<file path="src/rtl/proc_pkg.sv">
// Shared processor constants: control-word bit positions, default widths,
// register indices and the register-operation encoding used by reg_bank.
package proc_pkg;

  localparam int unsigned DEF_DATA_W = 16;
  localparam int unsigned DEF_SEL_W  = 3;

  localparam int unsigned CTRL_INC    = 0;
  localparam int unsigned CTRL_RST    = 1;
  localparam int unsigned CTRL_WTR    = 2;
  localparam int unsigned CTRL_OPR_LO = 5;
  localparam int unsigned CTRL_OPR_HI = 7;

  localparam int unsigned R0 = 0;
  localparam int unsigned R1 = 1;
  localparam int unsigned R2 = 2;
  localparam int unsigned R3 = 3;
  localparam int unsigned R4 = 4;
  localparam int unsigned R5 = 5;
  localparam int unsigned R6 = 6;
  localparam int unsigned R7 = 7;

  typedef enum logic [1:0] {
    OP_NONE = 2'd0,
    OP_INC  = 2'd1,
    OP_WTR  = 2'd2,
    OP_RST  = 2'd3
  } reg_op_e;

  // Collapse the three decoded enables into one op; clear beats write beats increment.
  function automatic reg_op_e decode_op(input logic rst, input logic wtr, input logic inc);
    if (rst)      return OP_RST;
    else if (wtr) return OP_WTR;
    else if (inc) return OP_INC;
    else          return OP_NONE;
  endfunction

endpackage

</file>
<file path="src/rtl/reg_cell.sv">
// One general-purpose register with clear/write/increment and a registered zero flag.
// REG_BANK_WRAP_EN adds wrap_c, high when this cycle's increment rolls over.
module reg_cell
  import proc_pkg::*;
#(
  parameter int unsigned DATA_W = DEF_DATA_W
) (
  input  logic              clk,
  input  logic              rst_n,
  input  reg_op_e           op,
  input  logic [DATA_W-1:0] d,
  output logic [DATA_W-1:0] q,
  output logic              zero
`ifdef REG_BANK_WRAP_EN
  ,
  output logic              wrap_c
`endif
);

  logic [DATA_W-1:0] q_nxt;

  always_comb begin
    q_nxt = q;
    unique case (op)
      OP_RST:  q_nxt = '0;
      OP_WTR:  q_nxt = d;
      OP_INC:  q_nxt = q + DATA_W'(1);
      default: q_nxt = q;
    endcase
  end

`ifdef REG_BANK_WRAP_EN
  assign wrap_c = (op == OP_INC) && (&q);
`endif

  // zero is derived from the next value so it never lags the register.
  always_ff @(posedge clk or negedge rst_n) begin
    if (!rst_n) begin
      q    <= '0;
      zero <= 1'b1;
    end else begin
      q    <= q_nxt;
      zero <= (q_nxt == '0);
    end
  end

endmodule

</file>
<file path="src/rtl/reg_bank.sv">
// Bank of NUM_REGS registers addressed by sel, with a combinational read port.
// Define REG_BANK_WRAP_EN to get the registered increment-overflow pulse on wrap.
module reg_bank
  import proc_pkg::*;
#(
  parameter int unsigned DATA_W   = DEF_DATA_W,
  parameter int unsigned SEL_W    = DEF_SEL_W,
  parameter int unsigned NUM_REGS = 1 << SEL_W
) (
  input  logic                clk,
  input  logic                rst_n,
  input  logic                inc_en,
  input  logic                rst_en,
  input  logic                wtr_en,
  input  logic [SEL_W-1:0]    sel,
  input  logic [DATA_W-1:0]   bus_in,
  input  logic [SEL_W-1:0]    rd_sel,
  output logic [DATA_W-1:0]   bus_out,
  output logic [NUM_REGS-1:0] zero
`ifdef REG_BANK_WRAP_EN
  ,
  output logic                wrap
`endif
);

  reg_op_e           op;
  reg_op_e           cell_op [NUM_REGS];
  logic [DATA_W-1:0] regs    [NUM_REGS];
`ifdef REG_BANK_WRAP_EN
  logic [NUM_REGS-1:0] wrap_vec;
`endif

  assign op = decode_op(rst_en, wtr_en, inc_en);

  for (genvar i = 0; i < NUM_REGS; i++) begin : g_cell
    assign cell_op[i] = (sel == SEL_W'(i)) ? op : OP_NONE;

    reg_cell #(.DATA_W(DATA_W)) u_cell (
      .clk    (clk),
      .rst_n  (rst_n),
      .op     (cell_op[i]),
      .d      (bus_in),
      .q      (regs[i]),
      .zero   (zero[i])
`ifdef REG_BANK_WRAP_EN
      ,
      .wrap_c (wrap_vec[i])
`endif
    );
  end

  // Read port has no bypass: a same-cycle write shows up on the next cycle.
  assign bus_out = regs[rd_sel];

`ifdef REG_BANK_WRAP_EN
  always_ff @(posedge clk or negedge rst_n) begin
    if (!rst_n) wrap <= 1'b0;
    else        wrap <= |wrap_vec;
  end
`endif

  sel_known_a: assert property (@(posedge clk) disable iff (!rst_n)
    (inc_en || rst_en || wtr_en) |-> !$isunknown(sel))
    else $error("reg_bank: sel is unknown while an enable is asserted");

endmodule
</file>
<file path="config.mk">
export PLATFORM = sky130hd
export DESIGN_NAME = reg_bank
export DESIGN_NICKNAME = d
export VERILOG_FILES = /design/src/rtl/proc_pkg.sv /design/src/rtl/reg_cell.sv /design/src/rtl/reg_bank.sv
export SDC_FILE = /design/constraint.sdc
export NUM_CORES = 1
export LEC_CHECK = 0
export CORE_UTILIZATION = 50
export CTS_BUF_LIST = sky130_fd_sc_hd__clkbuf_8
export CTS_CLUSTER_SIZE = 28
export DETAILED_ROUTE_END_ITERATION = 7
export HOLD_SLACK_MARGIN = 0.15
export PLACE_DENSITY = 0.66
export REMOVE_ABC_BUFFERS = 1
export SYNTH_ARGS = -nofsm -noshare
export SYNTH_HDL_FRONTEND = slang
export SYNTH_SLANG_ARGS = --single-unit
</file>
<file path="constraint.sdc">
create_clock -name clk -period 3.5 [get_ports clk]
set_clock_uncertainty 0.2 [all_clocks]
set_input_delay 0.7 -clock clk [delete_from_list [all_inputs] [get_ports clk]]
set_output_delay 0.7 -clock clk [all_outputs]
set_load 0.03 [all_outputs]
</file>
==> impl_summary.md <==
Floorplan
The height of the die is 142 um. The floorplan die width is ~140 um. The initial cell density of the core is 51.7%. 51 I/O pins were placed. The floorplan step defined a die boundary enclosing 20,100 um2.

The floorplan row count is 50. The core footprint is about 19,000 um2.

Drt
For this block, the initial DRC count from the detailed router was roughly 1,800. The detail route stage leaves a number of antenna-violating nets equal to 0. The total wire length is 39,800 um.

Across all layers, the routed design uses 10,600 vias. The number of DRC violations after detailed routing is 0. The per-cell routed wire length is 26.3 um. Before antenna repair, the detailed router went through 6 iterations.

The mean number of vias per cell is 7.02.

Critical path
Across all register-to-register paths, the minimum setup slack is ~470 ps. The critical path endpoint category is an output port. The delay contributed by the slowest stage of the critical path is 600 ps. The critical path data arrival time is between 2000 and 3000 ps. For the worst setup path, the data required time is 2600 ps. The signal on the critical path passes through buf_2, buf_4, mux4_2, mux2_2, clkdlybuf4s50_1. The library cell contributing the largest single delay on the critical path is clkdlybuf4s50_1. The critical path class is input pin to output port. The number of buffers and inverters on the critical path is 3. In this run the worst path has a maximum fanout of 10.

The type of origin of the critical path is an input pin. The kind of cell adding the most delay to the critical path is buffers and inverters.

Synthesis
The synthesized netlist devotes 1.43% of its cell area to XOR and XNOR gates. The multiplexer share of the synthesized area is 9.41%. Synthesis produced a netlist whose cell count is roughly 1,100. The synthesized design contains 0 enable-type register cells.

Ranked by total cell area, the synthesized netlist is headed by dfrtp_1 (33%), mux4_2 (7.4%), o21ai_0 (5.7%). The commonest cells after synthesis are dfrtp_1 (128), nand2_1 (118), o21ai_0 (111). Among all flip-flop cells after synthesis, the most frequent one is dfrtp_1. The number of distinct library cells after synthesis is 88. The total of warnings raised by yosys is 0. The number of flip-flops and latches in the synthesized netlist is between 100 and 150. By area, the combinational part of the netlist is dominated by simple AND/OR/NAND/NOR gates. The synthesized netlist devotes 21.7% of its cell area to compound gates. The average size of a mapped cell is 8.88 um2.

Summing the areas of all and, or, nand and nor instances in the mapped netlist gives 26.5% of the synthesized area. The cell type with the highest aggregate area in the netlist is dfrtp_1. The most numerous cell in the Yosys netlist is dfrtp_1. The share of synthesized area in the top cell type comes to 32.7%. The post-synthesis cell area is between 9000 and 10,000 um2. After Yosys synthesis, full adders, half adders and majority gates account for approximately 1.0% of the synthesized area.

Counting flops with an async set or reset pin after synthesis yields a share of 100%. The sequential share of the synthesized area is 34.9%.

Clock network
The tree is rooted in a clkbuf_8. The H-tree was split into 4 levels. Counting the buffers created by CTS gives 17.

TritonCTS built the clock tree. The clock sink total is about 140. Counting along the longest clock path gives a buffer depth of 2. The clock slew at the register clock pins of the worst setup and hold paths is 80 ps. The number of gates resized after CTS is 0. For the worst-skew pair, the clock arrives at the later sink with an insertion delay of about 460 ps.

STA
The worst slew slack as a fraction of its limit is a little over half. The number of failing hold endpoints at the final stage is 0. The number of max-slew violations in the final report is 0. The period utilization is 97.5%. The fmax is 293 MHz. Setup repair after global routing left no endpoint under its margin. After layout, the minimum clock period comes to 3410 ps.

The slew at the pin closest to its max-slew limit is around 700 ps. The worst hold slack is 376 ps. The setup-violating endpoint count in the final report is 0.

Final layout
The count of filler cells inserted in the layout is 1,681. At the end of the flow, the number of nets in the layout was 1,278. The count of inserted antenna diode cells is 0.

From synthesis to final layout, the design area changed by 20.7%. Cells with a size suffix above 1 make up 21.9% of the layout.

Pwr
For this design the ratio of total power to cell area is 414 nW/um2. VDD sags by at most 0.000288 V. The post-route total power is 4890 uW. Summed over all cells, the static leakage comes to 0.00479 uW.

Hold path
The worst hold path belongs to the class register to register.

GRT
The initial antenna violation count is 0. The number of global-route vias before repair is approximately 9,800. After global routing the overflow that remains totals 0.

The maximum number of pins on one net before global-route repair is 60. The total routing resource utilization after global routing is 41.2%. The first global-routing pass estimated 60,700 um of wire.

Placed design
In this run the tool buffered the top-level ports with 50 buffer cells. The placer congestion estimate is about 1.0. Detailed placement ended at an HPWL of 30,500 um.

Flow run
Across the run, the number of max-cap violations was 0.

Outcome
The run finished with clean final reports.
-- metal layers --
| metal | global-route usage (%) | wire, um | vias up |
|---|---|---|---|
| met5 | 0 | 0 | - |
| met4 | 20.6 | 2360 | 0 |
| met3 | 9.99 | 5630 | 154 |
| met2 | 57.6 | 15900 | 886 |
| met1 | 59.2 | 15900 | 5068 |
| li1 | - | - | 4531 |
-- registers in the layout, indices dropped and copies added (netlist names) --
register / cells
g_cell.u_cell.zero: 8
g_cell.u_cell.q: 128
-- stage by stage --
stage	setup TNS, ps	setup WS [ps]	utilization (%)	instance area [um2]	instances
global route	0	49.3	62.3	11800	1516
CTS	0	89.6	62.3	11800	1516
floorplan	0	637	-	9380	1027
finish	0	89.2	62.3	11800	1516
global placement	-67.4	-45.5	60.2	11400	1483
detailed placement	-186	-106	60.2	11400	1483
-- report_power, final --
| part | internal, uW | total (uW) | switching, uW |
|---|---|---|---|
| Combinational | 613 | 1340 | 730 |
| Clock | 657 | 1340 | 687 |
| Sequential | 1790 | 2200 | 415 |
-- worst reg2reg max path, cell delays in order, from the launching register on --
cell and delay, ps:
dfrtp_1 420, ha_1 260, and3_1 190, nor4b_2 490, a41oi_1 180, o21ai_0 210
o311ai_0 190, or4_1 540, nor4_2 270
-- cell type report --
class	instances	area, um2	share of cell area [%]
Multi-Input combinational cell	869	5880	49.8
Sequential cell	136	3410	28.9
Timing Repair Buffer	197	1710	14.5
Tap cell	260	325	2.75
Clock buffer	18	248	2.10
Clock inverter	14	149	1.26
Inverter	22	82.6	0.699
-- layout by cell type, fill, tap and decap left out, drive strengths merged, types with 27 or more instances in the layout --
master,count
buf,158
dfrtp,128
nand2,120
o21ai,114
nor2,92
nand3,64
a21oi,43
clkdlybuf4s50,38
nor3,34
mux4,32
and3,29
inv,27
-- path summary, 6_finish.rpt --
path	from	end	depth (start not counted)
worst max-delay path	rd_sel[1]	bus_out[10]	5
worst min-delay path	g_cell[6].u_cell.q[6]	g_cell[6].u_cell.q[6]	1
worst max register to register	g_cell[3].u_cell.q[0]	g_cell[3].u_cell.zero	8
worst min register to register	g_cell[6].u_cell.q[6]	g_cell[6].u_cell.q[6]	1
max in group asynchronous	rst_n	g_cell[2].u_cell.zero	3
min in group asynchronous	rst_n	g_cell[4].u_cell.q[7]	2
-- cells by family (layout without fill, tap and decap cells) --
family          count (synthesis)  in the layout
buf+inv                        97            251
compound gates                318            318
xor+xnor                       16             16
flops                         136            136
fa+ha+maj                       8              8
mux                            50             50
simple gates                  477            477
-- repair_timing --
| item | 4_1_cts | 5_1_grt |
|---|---|---|
| setup buffers | 0 | 0 |
| hold endpoints to repair | 54 | 0 |
| hold buffers | 1 | 0 |
No activity file was read; power rests on OpenSTA's default activity.
